**config.mk**
```make
export PLATFORM = sky130hd
export DESIGN_NAME = instr_fetch
export DESIGN_NICKNAME = d
export VERILOG_FILES = /design/src/rtl/fetch_pkg.sv /design/src/rtl/pc_next_logic.sv /design/src/rtl/instr_fetch.sv
export SDC_FILE = /design/constraint.sdc
export NUM_CORES = 1
export LEC_CHECK = 0
export CAP_MARGIN = 10
export CORE_MARGIN = 3
export CORE_UTILIZATION = 49
export DETAILED_ROUTE_END_ITERATION = 7
export GPL_TIMING_DRIVEN = 1
export PLACE_DENSITY = 0.82
export SETUP_SLACK_MARGIN = 0.05
export SLEW_MARGIN = 15
export SYNTH_ARGS = -nofsm -noshare
export SYNTH_HDL_FRONTEND = slang
export SYNTH_SLANG_ARGS = --single-unit
```
**constraint.sdc**
```tcl
create_clock -name clk -period 4.8 [get_ports clk]
set_input_delay 0.96 -clock clk [delete_from_list [all_inputs] [get_ports clk]]
set_output_delay 0.96 -clock clk [all_outputs]
set_load 0.02 [all_outputs]
```
**src/rtl/fetch_pkg.sv**
```systemverilog
// Shared types and constants for the instruction fetch stage.
// Optional feature macro used by instr_fetch: INSTR_FETCH_CNT_EN.
package fetch_pkg;

   localparam int INSTR_W = 32;

   // Fetch sequencer states
   typedef enum logic [1:0] {
      IDLE  = 2'd0,
      REQ   = 2'd1,
      VALID = 2'd2
   } fetch_state_t;

   // Opcodes the fetch stage cares about when forming the next PC
   localparam logic [5:0] OP_RTYPE = 6'b000000;
   localparam logic [5:0] OP_BEQ   = 6'b000100;
   localparam logic [5:0] OP_J     = 6'b000010;

endpackage

```
**src/rtl/pc_next_logic.sv**
```systemverilog
// Combinational next-PC computation: jump target, taken branch or pc+4.
// Jump wins over branch; all arithmetic wraps modulo 2^WIDTH.
module pc_next_logic
   import fetch_pkg::*;
#(
   parameter int WIDTH = INSTR_W
) (
   input  logic [WIDTH-1:0] pc,
   input  logic [25:0]      instr_idx,
   input  logic             branch,
   input  logic             zero,
   input  logic             jump,
   output logic [WIDTH-1:0] pc_next
);

   logic        [WIDTH-1:0] pc4;
   logic signed [WIDTH-1:0] br_off;

   // Sign-extended word offset of the branch immediate, scaled to bytes
   function automatic logic signed [WIDTH-1:0] branch_offset(input logic [15:0] imm);
      branch_offset = {{(WIDTH-18){imm[15]}}, imm, 2'b00};
   endfunction

   // Select jump target, taken-branch target or sequential address
   always_comb begin
      pc4    = pc + WIDTH'(4);
      br_off = branch_offset(instr_idx[15:0]);
      if (jump) begin
         pc_next = {pc4[WIDTH-1:28], instr_idx, 2'b00};
      end else if (branch && zero) begin
         pc_next = pc4 + br_off;
      end else begin
         pc_next = pc4;
      end
   end

endmodule

```
**src/rtl/instr_fetch.sv**
```systemverilog
// Instruction fetch stage: PC register, imem req/ready handshake and
// instruction holding register for the single-cycle MIPS core.
// Optional: define INSTR_FETCH_CNT_EN to add the fetch_cnt output, a
// free-running count of accepted instructions.
module instr_fetch
   import fetch_pkg::*;
#(
   parameter int               WIDTH    = INSTR_W,
   parameter logic [WIDTH-1:0] RESET_PC = '0
) (
   input  logic             clk,
   input  logic             rst_n,
   output logic             imem_req,
   output logic [WIDTH-1:0] imem_addr,
   input  logic             imem_ready,
   input  logic [WIDTH-1:0] imem_rdata,
   output logic [WIDTH-1:0] instr,
   output logic             instr_valid,
   input  logic             instr_accept,
   output logic [5:0]       op,
   output logic [5:0]       funct,
   output logic [WIDTH-1:0] pc,
   input  logic             branch,
   input  logic             zero,
   input  logic             jump
`ifdef INSTR_FETCH_CNT_EN
   ,
   output logic [31:0]      fetch_cnt
`endif
);

   fetch_state_t     state, state_nxt;
   logic             load_instr;
   logic             load_pc;
   logic [WIDTH-1:0] pc_q;
   logic [WIDTH-1:0] instr_q;
   logic [WIDTH-1:0] pc_next;

   pc_next_logic #(.WIDTH(WIDTH)) u_pc_next (
      .pc        (pc_q),
      .instr_idx (instr_q[25:0]),
      .branch    (branch),
      .zero      (zero),
      .jump      (jump),
      .pc_next   (pc_next)
   );

   // State register; reset abandons any outstanding request
   always_ff @(posedge clk or negedge rst_n) begin
      if (!rst_n) begin
         state <= IDLE;
      end else begin
         state <= state_nxt;
      end
   end

   // Next state and register load strobes; handshakes only count in their own state
   always_comb begin
      state_nxt  = state;
      load_instr = 1'b0;
      load_pc    = 1'b0;
      case (state)
         IDLE: begin
            state_nxt = REQ;
         end
         REQ: begin
            if (imem_ready) begin
               load_instr = 1'b1;
               state_nxt  = VALID;
            end
         end
         VALID: begin
            if (instr_accept) begin
               load_pc   = 1'b1;
               state_nxt = REQ;
            end
         end
         default: begin
            state_nxt = IDLE;
         end
      endcase
   end

   // Instruction holding register, captured on the memory response
   always_ff @(posedge clk or negedge rst_n) begin
      if (!rst_n) begin
         instr_q <= '0;
      end else if (load_instr) begin
         instr_q <= imem_rdata;
      end
   end

   // Program counter, advanced only when the held instruction is executed
   always_ff @(posedge clk or negedge rst_n) begin
      if (!rst_n) begin
         pc_q <= RESET_PC;
      end else if (load_pc) begin
         pc_q <= pc_next;
      end
   end

`ifdef INSTR_FETCH_CNT_EN
   logic [31:0] cnt_q;

   // Accepted-instruction counter, wraps at 2^32
   always_ff @(posedge clk or negedge rst_n) begin
      if (!rst_n) begin
         cnt_q <= '0;
      end else if (load_pc) begin
         cnt_q <= cnt_q + 32'd1;
      end
   end

   assign fetch_cnt = cnt_q;
`endif

   assign imem_req    = (state == REQ);
   assign instr_valid = (state == VALID);
   assign imem_addr   = pc_q;
   assign pc          = pc_q;
   assign instr       = instr_q;
   assign op          = instr_q[31:26];
   assign funct       = instr_q[5:0];

endmodule

```
==> report_table.html <==
<table>
<tr><th>Metric</th><th>Value</th></tr>
<tr><th colspan="2">Outcome</th></tr>
<tr><td>Result of the run</td><td>complete, no violations</td></tr>
<tr><th colspan="2">Clock tree</th></tr>
<tr><td>Maximum buffer depth of the clock tree</td><td>2</td></tr>
<tr><td>Clock transition at the registers of the reported paths</td><td>90 ps</td></tr>
<tr><td>Total CTS buffers</td><td>9</td></tr>
<tr><td>Clock Latency Late Sink</td><td>350 ps</td></tr>
<tr><td>Total number of clock tree sinks</td><td>64</td></tr>
<tr><td>Htree depth</td><td>3</td></tr>
<tr><td>Setup bufs post-CTS</td><td>0</td></tr>
<tr><td>Number of instances resized during post-cts repair</td><td>0</td></tr>
<tr><td>Clock tree from TritonCTS</td><td>yes</td></tr>
<tr><td>Clock tree root buffer cell</td><td>clkbuf_8</td></tr>
<tr><td>Total of hold buffers inserted after clock tree synthesis</td><td>0</td></tr>
<tr><th colspan="2">Logic synthesis</th></tr>
<tr><td>Cell area after synthesis</td><td>5330 um2</td></tr>
<tr><td>Adder-cell share of the synthesized area</td><td>9.06%</td></tr>
<tr><td>Cells after synthesis</td><td>601</td></tr>
<tr><td>Main synth FF type</td><td>dfrtp_1</td></tr>
<tr><td>Dominant combinational cell family by area after synthesis</td><td>compound AO/OA/AOI/OAI gates</td></tr>
<tr><td>XOR/XNOR Fraction of Synth Area</td><td>8.55%</td></tr>
<tr><td>Synthesized-area fraction occupied by ao, oa, aoi and oai cells</td><td>20.3%</td></tr>
<tr><td>Number of different library cells in the post-synthesis netlist</td><td>58</td></tr>
<tr><td>Main area contributors after synthesis</td><td>dfrtp_1 (30%), ha_1 (8.7%), mux2_2 (7.4%)</td></tr>
<tr><td>Seq/Total Area, Yosys</td><td>30.1%</td></tr>
<tr><td>Number of flops mapped to enable cells by yosys</td><td>0</td></tr>
<tr><td>Share of async-settable or async-resettable flops after synthesis</td><td>100%</td></tr>
<tr><td>Multiplexer area fraction after synthesis</td><td>7.96%</td></tr>
<tr><td>Cell type with the largest total area after synthesis</td><td>dfrtp_1</td></tr>
<tr><td>Average cell area after synthesis</td><td>8.87 um2</td></tr>
<tr><td>FF+latch count, synth</td><td>64</td></tr>
<tr><td>Simple-gate share of the synthesized area</td><td>15.1%</td></tr>
<tr><td>Total number of yosys warnings</td><td>0</td></tr>
<tr><td>Proportion of netlist area held by the largest area contributor</td><td>30.1%</td></tr>
<tr><th colspan="2">Die</th></tr>
<tr><td>Placement Rows</td><td>37</td></tr>
<tr><td>Core Box Area</td><td>10500 um2</td></tr>
<tr><td>Area enclosed by the die boundary</td><td>12200 um2</td></tr>
<tr><td>Die Height</td><td>110 um</td></tr>
<tr><td>Starting density of the core</td><td>50.9%</td></tr>
<tr><td>Die W</td><td>110 um</td></tr>
<tr><td>Number of primary I/O pins</td><td>149</td></tr>
<tr><th colspan="2">GRT</th></tr>
<tr><td>Wire length of the first global-routing pass</td><td>25000 um</td></tr>
<tr><td>Vias in the first global route</td><td>4972</td></tr>
<tr><td>Gr ovfl total</td><td>0</td></tr>
<tr><td>Largest net degree at the start of global routing</td><td>34</td></tr>
<tr><td>Gr usage total</td><td>26.1%</td></tr>
<tr><td>Antenna violations before repair</td><td>0</td></tr>
<tr><th colspan="2">Timing</th></tr>
<tr><td>Count of final max-slew check failures</td><td>0</td></tr>
<tr><td>Worst Hold Slack</td><td>498 ps</td></tr>
<tr><td>Max Freq</td><td>245 MHz</td></tr>
<tr><td>Final clock period utilization by the worst path</td><td>85.0%</td></tr>
<tr><td>Time the worst path needs with I/O delays and setup</td><td>4080 ps</td></tr>
<tr><td>Rel. slew slack</td><td>41.8%</td></tr>
<tr><td>Unrepaired setup endpoints after global routing</td><td>no</td></tr>
<tr><td>Final Hold Vio Count</td><td>0</td></tr>
<tr><td>Setup violators final</td><td>0</td></tr>
<tr><td>Final total negative setup slack</td><td>0 ps</td></tr>
<tr><td>Max Clock Skew</td><td>18.9 ps</td></tr>
<tr><td>Slew of the pin with the lowest slew margin</td><td>871 ps</td></tr>
<tr><th colspan="2">Power</th></tr>
<tr><td>IR Drop Worst-Case VDD</td><td>475 uV</td></tr>
<tr><td>PD cells</td><td>861 nW/um2</td></tr>
<tr><td>Power after layout</td><td>0.00588 W</td></tr>
<tr><td>Leak</td><td>2.88 nW</td></tr>
<tr><th colspan="2">Drt</th></tr>
<tr><td>Number of vias in the routed layout</td><td>4981</td></tr>
<tr><td>Post-route DRC violation count</td><td>0</td></tr>
<tr><td>Residual antenna-violating net count after detailed routing</td><td>0</td></tr>
<tr><td>Via count normalized by instance count</td><td>5.92</td></tr>
<tr><td>Violation count after the first detailed-routing iteration</td><td>481</td></tr>
<tr><td>Total wire length after detailed routing</td><td>15500 um</td></tr>
<tr><td>Initial DRT Pass Iterations</td><td>5</td></tr>
<tr><td>WL/cell</td><td>18.3 um</td></tr>
<tr><th colspan="2">Finish</th></tr>
<tr><td>Number of nets in the final layout</td><td>779</td></tr>
<tr><td>Area occupied by multi-input gates</td><td>3270 um2</td></tr>
<tr><td>Layout cells sized above 1</td><td>10.1%</td></tr>
<tr><td>Most frequent standard cell in the layout excluding fill and tap cells</td><td>clkdlybuf4s50_1</td></tr>
<tr><td>Sequential standard cell area</td><td>1600 um2</td></tr>
<tr><td>Area Growth Syn to Fin</td><td>28.3%</td></tr>
<tr><td>Antenna diodes</td><td>0</td></tr>
<tr><td>Final-layout fill cell count</td><td>895</td></tr>
<tr><td>Top library cells by usage in the layout, fill and taps aside</td><td>clkdlybuf4s50_1 (143), dfrtp_1 (64), nand2_1 (62)</td></tr>
<tr><th colspan="2">Placed design</th></tr>
<tr><td>Number of buffer cells added on primary ports</td><td>144</td></tr>
<tr><td>Placer Congestion</td><td>0.955</td></tr>
<tr><td>Detail Placement HPWL</td><td>11600 um</td></tr>
<tr><th colspan="2">Worst setup path</th></tr>
<tr><td>Endpoint required time on the critical path</td><td>5060 ps</td></tr>
<tr><td>Crit-path max FO</td><td>8</td></tr>
<tr><td>Critical-path top delay cell</td><td>dfrtp_1</td></tr>
<tr><td>Crit path cell chain</td><td>and3_1 &gt; nand3_1 &gt; nor2_1 &gt; xor2_1 &gt; ha_1 &gt; a21o_1 &gt; a21o_1 &gt; a21oi_1 &gt; o221ai_1 &gt; o21ba_2 &gt; nor3_1 &gt; a211oi_1 &gt; xor2_1 &gt; o211a_1 &gt; o31ai_1</td></tr>
<tr><td>Arrival @ worst endpoint</td><td>4340 ps</td></tr>
<tr><td>Worst setup path class</td><td>flip-flop to flip-flop</td></tr>
<tr><td>Startpoint type of the worst setup path</td><td>flip-flop</td></tr>
<tr><td>Top delay family on crit path</td><td>compound AO/OA/AOI/OAI gates</td></tr>
<tr><td>Crit. End Element</td><td>flip-flop</td></tr>
<tr><td>Crit-path max cell delay</td><td>450 ps</td></tr>
<tr><td>Number of buffer and inverter stages on the critical path</td><td>0</td></tr>
<tr><th colspan="2">Run</th></tr>
<tr><td>Max-cap violations</td><td>0</td></tr>
<tr><th colspan="2">Min path</th></tr>
<tr><td>Class of the tightest hold or removal check</td><td>flip-flop to flip-flop</td></tr>
</table>
synth_stat cells, drive strengths merged (6+ instances only):
cell	n
mux2	35
ha	37
xor2	21
clkbuf	18
nand4	12
nor2	26
dfrtp	64
a21o	16
xnor2	31
o211ai	10
inv	14
a21oi	39
o21ai	43
nor3	15
o21bai	6
o31ai	6
buf	48
a211oi	11
nand2	62
nand3	17
and3	6
report_power, final:
| part | internal (W) | switching (W) | total (W) |
|---|---|---|---|
| combinational | 0.00190 | 0.00219 | 0.00409 |
| clock | 0.000357 | 0.000234 | 0.000591 |
| sequential | 0.000797 | 0.000408 | 0.00121 |
worst reg2reg max path: stages, from the launching register on:
cell	delay, ps
dfrtp_1	450
and3_1	360
nand3_1	260
nor2_1	300
xor2_1	230
ha_1	330
a21o_1	210
a21o_1	160
a21oi_1	200
o221ai_1	180
o21ba_2	290
nor3_1	50
a211oi_1	400
xor2_1	130
o211a_1	230
o31ai_1	220
through the flow:
| step | setup slack (ps) | cell area [um2] | utilization [%] | cells |
|---|---|---|---|---|
| 6_report | 720 | 6840 | 65.3 | 842 |
| 5_1_grt | 309 | 6840 | 65.3 | 842 |
| 4_1_cts | 813 | 6840 | 65.3 | 842 |
| 3_5_place_dp | 823 | 6590 | 63.0 | 827 |
| 3_3_place_gp | 912 | 6590 | 63.0 | 827 |
| 2_1_floorplan | 1140 | 5340 | - | 604 |
kinds of logic (layout without fill, tap and decap cells):
logic type,count (synthesis),count (layout)
other cells,1,4
flops,64,64
compound gates,161,161
buf+inv,80,182
simple gates,167,167
fa+ha+maj,38,38
xor+xnor,52,52
mux,38,38
flip-flops by register name (all words and copies together), names as in the netlist:
signal     cells
imem_addr     30
state          2
instr         32
area by class of cell:
| class | count | share of cell area (%) |
|---|---|---|
| Multi-Input combinational cell | 460 | 47.8 |
| Sequential cell | 64 | 23.4 |
| Timing Repair Buffer | 153 | 22.0 |
| Tap cell | 136 | 2.49 |
| Clock buffer | 10 | 2.01 |
| Clock inverter | 5 | 1.54 |
| Inverter | 14 | 0.769 |
final timing paths:
check	from	endpoint	slack (ps)	depth (start not counted)
hold / removal	state[1]	state[0]	500	1
max in group asynchronous	rst_n	instr[7]	3140	2
setup / recovery	imem_addr[5]	imem_addr[26]	720	15
hold reg to reg	state[1]	state[0]	500	1
min in group asynchronous	rst_n	imem_addr[31]	690	1
setup reg to reg	imem_addr[5]	imem_addr[26]	720	15
per-layer routing:
metal,routed length (um),global-route usage [%]
met5,0,0
met2,7400,43.2
met1,6650,34.9
met4,287,8.18
met3,1110,4.66
Power figures use the tool's default switching activity.
